### src/rtl/tg_run_ctrl.sv
// Traffic-generator sweep sequencer: launches generators at stepped loads and reports per-step cycle counts.
// Optional step watchdog compiled in with `define TG_RUN_CTRL_TIMEOUT_EN.
module tg_run_ctrl #(
    parameter int unsigned NUM_TG     = 4,
    parameter int unsigned LOAD_WIDTH = 16,
    parameter int unsigned TICK_WIDTH = 256,
    parameter int unsigned CYC_WIDTH  = 32
) (
    input  logic                  clk,
    input  logic                  rst_n,
    input  logic                  go,
    input  logic [LOAD_WIDTH-1:0] load_start,
    input  logic [LOAD_WIDTH-1:0] load_step,
    input  logic [LOAD_WIDTH-1:0] load_max,
    input  logic [15:0]           drain_cycles,
    input  logic [CYC_WIDTH-1:0]  timeout_cycles,
    input  logic [NUM_TG-1:0]     tg_done,
    output logic                  tg_start,
    output logic [LOAD_WIDTH-1:0] tg_load,
    output logic [TICK_WIDTH-1:0] ticks,
    output logic                  busy,
    output logic                  step_valid,
    output logic [LOAD_WIDTH-1:0] step_load,
    output logic [CYC_WIDTH-1:0]  step_cycles,
    output logic                  sweep_done,
    output logic                  error
);

    localparam int unsigned DRAIN_WIDTH = 16;
    localparam int unsigned SUM_WIDTH   = LOAD_WIDTH + 1;

    typedef enum logic [2:0] {
        IDLE,
        LAUNCH,
        WAIT_BUSY,
        WAIT_DONE,
        DRAIN,
        REPORT
    } state_e;

    state_e                  state_q, state_d;
    logic [TICK_WIDTH-1:0]   ticks_q, ticks_d;
    logic [LOAD_WIDTH-1:0]   tg_load_q, tg_load_d;
    logic [LOAD_WIDTH-1:0]   step_load_q, step_load_d;
    logic [CYC_WIDTH-1:0]    step_cycles_q, step_cycles_d;
    logic [DRAIN_WIDTH-1:0]  drain_cnt_q, drain_cnt_d;
    logic                    tg_start_q, tg_start_d;
    logic                    busy_q, busy_d;
    logic                    step_valid_q, step_valid_d;
    logic                    sweep_done_q, sweep_done_d;
    logic                    error_q, error_d;

    logic [SUM_WIDTH-1:0]    next_sum;
    logic                    sweep_end;
    logic [CYC_WIDTH-1:0]    cyc_inc;
    logic                    timeout_hit;

    // Next-load candidate and end-of-sweep decision; the extra sum bit catches carry out.
    always_comb begin
        next_sum  = SUM_WIDTH'(tg_load_q) + SUM_WIDTH'(load_step);
        sweep_end = (load_step == '0) || next_sum[LOAD_WIDTH]
                    || (next_sum[LOAD_WIDTH-1:0] > load_max);
        cyc_inc   = (step_cycles_q == '1) ? step_cycles_q : step_cycles_q + CYC_WIDTH'(1);
    end

`ifdef TG_RUN_CTRL_TIMEOUT_EN
    assign timeout_hit = (cyc_inc >= timeout_cycles);
`else
    logic unused_timeout;
    assign unused_timeout = ^timeout_cycles;
    assign timeout_hit    = 1'b0;
`endif

    // Next-state and output decode; registered outputs follow the next state.
    always_comb begin
        state_d       = state_q;
        ticks_d       = ticks_q + TICK_WIDTH'(1);
        tg_load_d     = tg_load_q;
        step_load_d   = step_load_q;
        step_cycles_d = step_cycles_q;
        drain_cnt_d   = drain_cnt_q;
        error_d       = error_q;
        sweep_done_d  = 1'b0;

        case (state_q)
            IDLE: begin
                if (go) begin
                    tg_load_d = load_start;
                    error_d   = 1'b0;
                    state_d   = LAUNCH;
                end
            end
            LAUNCH: begin
                step_cycles_d = '0;
                state_d       = WAIT_BUSY;
            end
            WAIT_BUSY: begin
                step_cycles_d = cyc_inc;
                if (timeout_hit) begin
                    error_d      = 1'b1;
                    sweep_done_d = 1'b1;
                    state_d      = IDLE;
                end else if (tg_done == '0) begin
                    state_d = WAIT_DONE;
                end
            end
            WAIT_DONE: begin
                step_cycles_d = cyc_inc;
                if (timeout_hit) begin
                    error_d      = 1'b1;
                    sweep_done_d = 1'b1;
                    state_d      = IDLE;
                end else if (tg_done == '1) begin
                    drain_cnt_d = DRAIN_WIDTH'(1);
                    state_d     = DRAIN;
                end
            end
            DRAIN: begin
                // A drain_cycles of 0 still spends the single entry cycle here.
                if (drain_cnt_q >= drain_cycles) begin
                    step_load_d = tg_load_q;
                    state_d     = REPORT;
                end else begin
                    drain_cnt_d = drain_cnt_q + DRAIN_WIDTH'(1);
                end
            end
            REPORT: begin
                if (sweep_end) begin
                    sweep_done_d = 1'b1;
                    state_d      = IDLE;
                end else begin
                    tg_load_d = next_sum[LOAD_WIDTH-1:0];
                    state_d   = LAUNCH;
                end
            end
            default: state_d = IDLE;
        endcase

        tg_start_d   = (state_d == LAUNCH);
        step_valid_d = (state_d == REPORT);
        busy_d       = (state_d != IDLE);
    end

    always_ff @(posedge clk) begin
        if (!rst_n) begin
            state_q       <= IDLE;
            ticks_q       <= '0;
            tg_load_q     <= '0;
            step_load_q   <= '0;
            step_cycles_q <= '0;
            drain_cnt_q   <= '0;
            tg_start_q    <= 1'b0;
            busy_q        <= 1'b0;
            step_valid_q  <= 1'b0;
            sweep_done_q  <= 1'b0;
            error_q       <= 1'b0;
        end else begin
            state_q       <= state_d;
            ticks_q       <= ticks_d;
            tg_load_q     <= tg_load_d;
            step_load_q   <= step_load_d;
            step_cycles_q <= step_cycles_d;
            drain_cnt_q   <= drain_cnt_d;
            tg_start_q    <= tg_start_d;
            busy_q        <= busy_d;
            step_valid_q  <= step_valid_d;
            sweep_done_q  <= sweep_done_d;
            error_q       <= error_d;
        end
    end

    assign tg_start    = tg_start_q;
    assign tg_load     = tg_load_q;
    assign ticks       = ticks_q;
    assign busy        = busy_q;
    assign step_valid  = step_valid_q;
    assign step_load   = step_load_q;
    assign step_cycles = step_cycles_q;
    assign sweep_done  = sweep_done_q;
    assign error       = error_q;

endmodule
### config.mk
export PLATFORM = sky130hd
export DESIGN_NAME = tg_run_ctrl
export DESIGN_NICKNAME = d
export VERILOG_FILES = /design/src/rtl/tg_run_ctrl.sv
export SDC_FILE = /design/constraint.sdc
export NUM_CORES = 1
export LEC_CHECK = 0
export CAP_MARGIN = 20
export CORE_MARGIN = 1.5
export CORE_UTILIZATION = 51
export DETAILED_ROUTE_END_ITERATION = 10
export PLACE_DENSITY_LB_ADDON = 0.08
export SKIP_CTS_REPAIR_TIMING = 1
export SLEW_MARGIN = 20
export SYNTH_ARGS = -nofsm -noshare
export SYNTH_HDL_FRONTEND = slang
export SYNTH_SLANG_ARGS = --single-unit
export TNS_END_PERCENT = 100
### constraint.sdc
create_clock -name clk -period 5.9 [get_ports clk]
set_input_delay 0.59 -clock clk [delete_from_list [all_inputs] [get_ports clk]]
set_output_delay 0.59 -clock clk [all_outputs]
set_load 0.05 [all_outputs]
Word level (Yosys, flattened, before mapping)
Cells that the tools add are included.

cells by class
  $add $sub $neg = 4
  order comparisons = 2
  equality and inequality tests = 14
  muxes and demuxes = 15
  reduce and logical (&&, ||, !) cells = 15

operators with widths
  operator                                                            count
  256-bit by 1-bit adder with 256-bit output (second input constant)  1
  16-bit 2-to-1 mux                                                   4
  16-bit case mux with 2 select lines                                 2
  32-bit case mux with 2 select lines                                 1
  32-bit by 1-bit adder with 32-bit output (second input constant)    1
  32-bit == test (second input constant)                              1
  32-bit 2-to-1 mux                                                   1
  3-bit case mux with 6 select lines                                  1
  16-bit by 16-bit adder with 17-bit output                           1
  16-bit by 1-bit adder with 16-bit output (second input constant)    1
  16-bit >= comparator                                                1
  16-bit greater-than comparator                                      1
  16-bit zero test                                                    1
  3-bit 2-to-1 mux                                                    4
  2-bit != test (second input constant)                               5
  3-bit == test (second input constant)                               3
  3-bit by 1-bit == test with 1-bit output (second input constant)    2
  3-bit by 2-bit == test with 1-bit output (second input constant)    2
  2-bit AND reduction                                                 3
  3-bit AND reduction                                                 2
  2-bit nonzero test                                                  3
  4-bit == test (second input constant)                               1
  4-bit zero test                                                     1
  3-bit zero test                                                     1
  4 further kinds                                                     6

word-level totals
  register bits = 343
  input port bits = 103
  output and inout port bits = 325
  logic and storage cells = 60

Logic depth before layout (Yosys ltp)
  depth in word-level cells = 6
  gate-level depth with buffers = 18
  gate-level depth less buffers = 17

Least setup slack after synthesis
No wires, ideal clock.

  kind = input port to flip-flop
  start = input port load_step[0]
  end = register tg_load_q[0] (netlist: tg_load[0])
  setup time = 0.142 ns
  arrival = 4.597 ns
  required time = 5.758 ns
  path slack = 1.161 ns
  cell stages on the path = 18
  buffers on the path = 2
  cell sequence = ha_1 -> fa_1 -> a21oi_1 -> o211ai_1 -> o41ai_1 -> o31ai_1 -> o22ai_1 -> xnor2_1 -> ha_1 -> nand4_1 -> nor4_1 -> nor3_1 -> o31ai_1 -> o211ai_1 -> o21ai_0 -> clkbuf_1 -> clkbuf_1 -> a311oi_1

between the ends
  longest elaborated chain between the ends = 5

RTL lines
  item                                                                                  line    source
  start, declared                                                                       13      input logic [LOAD_WIDTH-1:0] load_step,
  16-bit by 16-bit adder with 17-bit output / 16-bit zero test (equally long branches)  60, 61
  16-bit greater-than comparator / 1-bit logical OR (equally long branches)             62, 61
  1-bit logical OR                                                                      62      || (next_sum[LOAD_WIDTH-1:0] > load_max);
  2-bit != test (no line)                                                               -
  3-bit AND reduction (no line)                                                         -
  end signal, assigned                                                                  160     tg_load_q <= tg_load_d;
  end, declared                                                                         43      logic [LOAD_WIDTH-1:0] tg_load_q, tg_load_d;

Several ways; a longest one is shown, not always the timed one. The select of a mux whose other input is x is not followed.
A chain may end at the register's enable or synchronous reset.

Worst setup path in the final report
  start = input port load_step[0]
  end = register tg_load_q[4] (netlist: tg_load[4])

The elaborated chain is that of the path after synthesis.

==> Flow_metrics.wiki <==
{| class="wikitable"
! Metric !! Value
|-
| Result of the run || completed
|-
| Most common flop cell mapped by yosys || sky130_fd_sc_hd__dfxtp_1
|-
| TritonCTS clock tree || yes
|-
| Number of placement rows || 68
|-
| Vias/cell || approximately 5.8
|-
| Netlist area before placement || about 0.018 mm2
|-
| Count of cells along the worst hold path || 1
|-
| Number of synthesized flops with an enable pin || 0
|-
| Largest net degree at the start of global routing || ~200
|-
| Per-cell routed wire length || between 15 and 20 um
|-
| Setup Total Neg Slack || 0 ps
|-
| Transition time at the pin with the least slew margin || ~1000 ps
|-
| Static Leakage || between 0.008 and 0.009 uW
|-
| Die Outline Area || between 0.03 and 0.04 mm2
|-
| Count of cell types in the netlist || 72
|-
| Min Hold Slack || about 480 ps
|-
| Layer with the highest usage || met2
|-
| Post-route clock skew || ~19 ps
|-
| Met1 Usage GRT || 0.412
|-
| Critical path fanouts, max || 14
|-
| First-pass iteration count of the detailed router || 5
|-
| Async S/R FF share, synth || 0
|-
| Post-synthesis sequential area ratio || 0.383
|-
| Hold path endpoint || ticks[0]
|-
| Final weighted congestion in routability-driven placement || 0.945
|-
| Hold Fails Final Rpt || 0
|-
| Power Density || approximately 220 mW/mm2
|-
| Clock latency on the worst-skew pair || about 540 ps
|-
| Seq cells post-synth || 343
|-
| Wire length of the first global-routing pass || between 90000 and 100000 um
|-
| Required time of the critical path || 6310 ps
|-
| Startpoint kind of the worst setup timing path || input port
|-
| Library cell with the largest summed area after synthesis || sky130_fd_sc_hd__dfxtp_1
|-
| Total of endpoints with negative setup slack in the final report || 0
|-
| Total number of yosys warnings || 0
|-
| Final period utilization || 0.859
|-
| Unrepaired setup endpoints after global routing || no
|-
| Share of the synthesized area in the top cell type || 0.383
|-
| Number of nets in the finished design || roughly 2700
|-
| Path type of the worst setup path || in2reg
|-
| Number of buffers added by the clock tree synthesis step || 38
|-
| Worst VDD drop || 0.200 mV
|-
| Remaining global-route overflow || 0
|-
| Critical path's largest stage delay || around 530 ps
|-
| CTS clock-pin slew for the worst setup and hold paths || about 60 ps
|-
| Antenna cells || 0
|-
| Hold Crit Class || reg2reg
|-
| Setup slack of the critical path after layout || around 830 ps
|-
| Slew headroom || 0.316
|-
| Slowest cell on the critical path || sky130_fd_sc_hd__o21ai_2
|-
| Synth area leaders || sky130_fd_sc_hd__dfxtp_1 (38%), sky130_fd_sc_hd__nor2_1 (7.5%), sky130_fd_sc_hd__xor2_1 (6.7%)
|-
| Number of buffer cells added on primary ports || approximately 390
|-
| Destination of the worst register-to-register timing path || tg_load[4]
|-
| Fmax achieved || just under 200 MHz
|-
| Pre-CTS WS || between 400 and 500 ps
|-
| Total vias in the final route || 17800
|-
| Fraction of final layout cells sized beyond drive strength 1 || 0.0441
|-
| Cell Count Post-Placement || around 3000
|-
| Root buf cell || sky130_fd_sc_hd__clkbuf_16
|-
| Critical Path, Cell by Cell || clkdlybuf4s50_1, ha_1, fa_1, a21oi_1, o211ai_1, o41ai_1, buf_4, o31ai_1, o22ai_1, xnor2_1, ha_1, nand4_1, nor4_1, nor3_1, o31ai_1, o211ai_1, o21ai_2, buf_4, nor2_1, a311oi_1
|-
| Final core occ || 0.684
|-
| Sink count of the clock tree || ~340
|-
| Max-slew violation total from the final report || 0
|-
| Synthesized instance count || ~2200
|-
| Area Growth Syn to Fin || 31.9%
|-
| DP HPWL || about 43000 um
|-
| Origin of the critical flop-to-flop path || tg_load[0]
|-
| Met2 routing resource usage after global routing || 0.503
|-
| Initial antenna violation count || 0
|-
| Chip Height || between 150 and 200 um
|-
| Chip Width || 190 um
|-
| Initial detailed-routing violation count || 1228
|-
| Mean cell area of the mapped netlist || 8.12 um2
|-
| Final non-filler cell total || between 3000 and 4000
|-
| Max_cap viols || 0
|-
| Wire length after detailed routing || 58400 um
|-
| I/O pin count || around 430
|-
| Net count after synthesis || ~2400
|-
| Number of global-route vias before repair || around 17000
|-
| Setup slack on the worst flop-to-flop path || between 1000 and 1500 ps
|-
| Final worst path period need || ~5100 ps
|-
| Number of antenna-violating nets in the routed design || 0
|-
| H-tree Lvls || 2
|-
| Arrival time at the worst endpoint || 5470 ps
|-
| Core region area || roughly 0.035 mm2
|-
| Element type at the critical path end || flip-flop
|-
| Starting Density || 0.518
|-
| GRT Overall Usage || 0.315
|-
| Met3 Resource Use GR || 0.0789
|-
| Filler cells || between 2000 and 3000
|-
| Origin of the worst min-delay path || ticks[0]
|-
| Worst reg-to-reg path cell count || 19
|-
| Maximum buffer depth of the clock tree || 3
|-
| Number of remaining DRC errors || 0
|}
[where the power goes]
group | total, uW | internal [uW] | leakage, uW | switching (uW)
clock | 2550 | 1570 | 0.000675 | 981
sequential | 2350 | 2330 | 0.00277 | 22.3
combinational | 400 | 162 | 0.00482 | 238
total | 5300 | 4060 | 0.00826 | 1240
[cell type report]
| type | count | area [um2] | share of cell area |
|---|---|---|---|
| clock buffers | 61 | 1240 | 0.0526 |
| clock inverters | 8 | 115 | 0.00487 |
| inverters | 67 | 264 | 0.0112 |
| multi-input cells | 1717 | 10500 | 0.445 |
| flip-flops and latches | 343 | 6870 | 0.291 |
| well taps | 455 | 569 | 0.0241 |
| repair buffers | 410 | 4060 | 0.172 |
[cell usage after synthesis (all sizes together), types with 7 or more instances]
master and number:
nor2 360, dfxtp 343, nand2 195, nand3 155, xor2 137, xnor2 127, nand4 108, nor3 76
and3 70, inv 66, clkbuf 63, a21oi 58, ha 51, nor4 48, or3 46, o21ai 44
and2 42, and4 39, mux2i 29, or4 20, buf 16, a21o 13, nand2b 10, o31ai 10
o211ai 9, a311oi 7
[cell usage in the layout (no fill, tap or decap), types with 13 or more instances in the layout]
cell and instances:
sky130_fd_sc_hd__xnor2_1 127, sky130_fd_sc_hd__or3_1 45, sky130_fd_sc_hd__clkbuf_16 41, sky130_fd_sc_hd__clkbuf_8 14, sky130_fd_sc_hd__nor4_1 40, sky130_fd_sc_hd__nand3_1 153, sky130_fd_sc_hd__mux2i_1 29, sky130_fd_sc_hd__and4_1 39
sky130_fd_sc_hd__xor2_1 137, sky130_fd_sc_hd__buf_4 15, sky130_fd_sc_hd__and3_1 70, sky130_fd_sc_hd__a21oi_1 58, sky130_fd_sc_hd__nor3_1 72, sky130_fd_sc_hd__nor2_1 360, sky130_fd_sc_hd__and2_1 41, sky130_fd_sc_hd__o21ai_0 42
sky130_fd_sc_hd__nand2_1 195, sky130_fd_sc_hd__dfxtp_1 343, sky130_fd_sc_hd__nand4_1 106, sky130_fd_sc_hd__or4_1 19, sky130_fd_sc_hd__inv_1 66, sky130_fd_sc_hd__clkdlybuf4s50_1 393, sky130_fd_sc_hd__ha_1 51, sky130_fd_sc_hd__a21o_1 13
[sequential cells by signal, summed over array words and instances, names as in the netlist]
| name | cells |
|---|---|
| tg_start | 1 |
| state_q | 3 |
| step_cycles | 32 |
| ticks | 256 |
| busy | 1 |
| step_load | 16 |
| step_valid | 1 |
| tg_load | 16 |
| drain_cnt_q | 16 |
| sweep_done | 1 |
[how the worst max path moves through the flow]
stage	cells past startpoint	start	end
after floorplan	18	load_step[0]	tg_load[0]
after global placement	20	load_step[0]	tg_load[8]
after detailed placement	20	load_step[0]	tg_load[3]
after CTS	20	load_step[0]	tg_load[4]
after global routing	20	load_step[0]	tg_load[4]
final	20	load_step[0]	tg_load[4]
[metrics by stage]
stage / power (uW) / area (um2)
final: 5300 / 23600
after global routing: 5460 / 23600
after floorplan: 2650 / 17900
after global placement: 2790 / 22200
after CTS: 5330 / 23600
after detailed placement: 2800 / 22200
[worst max-delay path, delay by kind of cell]
family                     cells  cell delay (ps)
buffers and inverters          3              950
adders and majority gates      3             1010
AOI/OAI and AO/OA              9             2080
xor gates and xnor gates       1              130
and+or+nand+nor                4              710
[kinds of logic (layout without fill, tap and decap cells)]
logic type / Yosys count / after routing / synth area share
muxes: 31 / 31 / 0.0175
adders and majority gates: 52 / 52 / 0.0368
buffers and inverters: 146 / 546 / 0.0319
AOI/OAI and AO/OA: 176 / 176 / 0.0611
other: 1 / 1 / 0.000209
DFF: 343 / 343 / 0.383
and+or+nand+nor: 1193 / 1193 / 0.340
xor gates and xnor gates: 264 / 264 / 0.129
[per-layer routing]
layer  part of all wire  vias to the layer above
met2               0.46                      767
met3              0.091                      111
met4              0.033                        0
li1                   -                     8475
met5                  0                        -
met1               0.42                     8429
(Power assumes the default switching activity.)
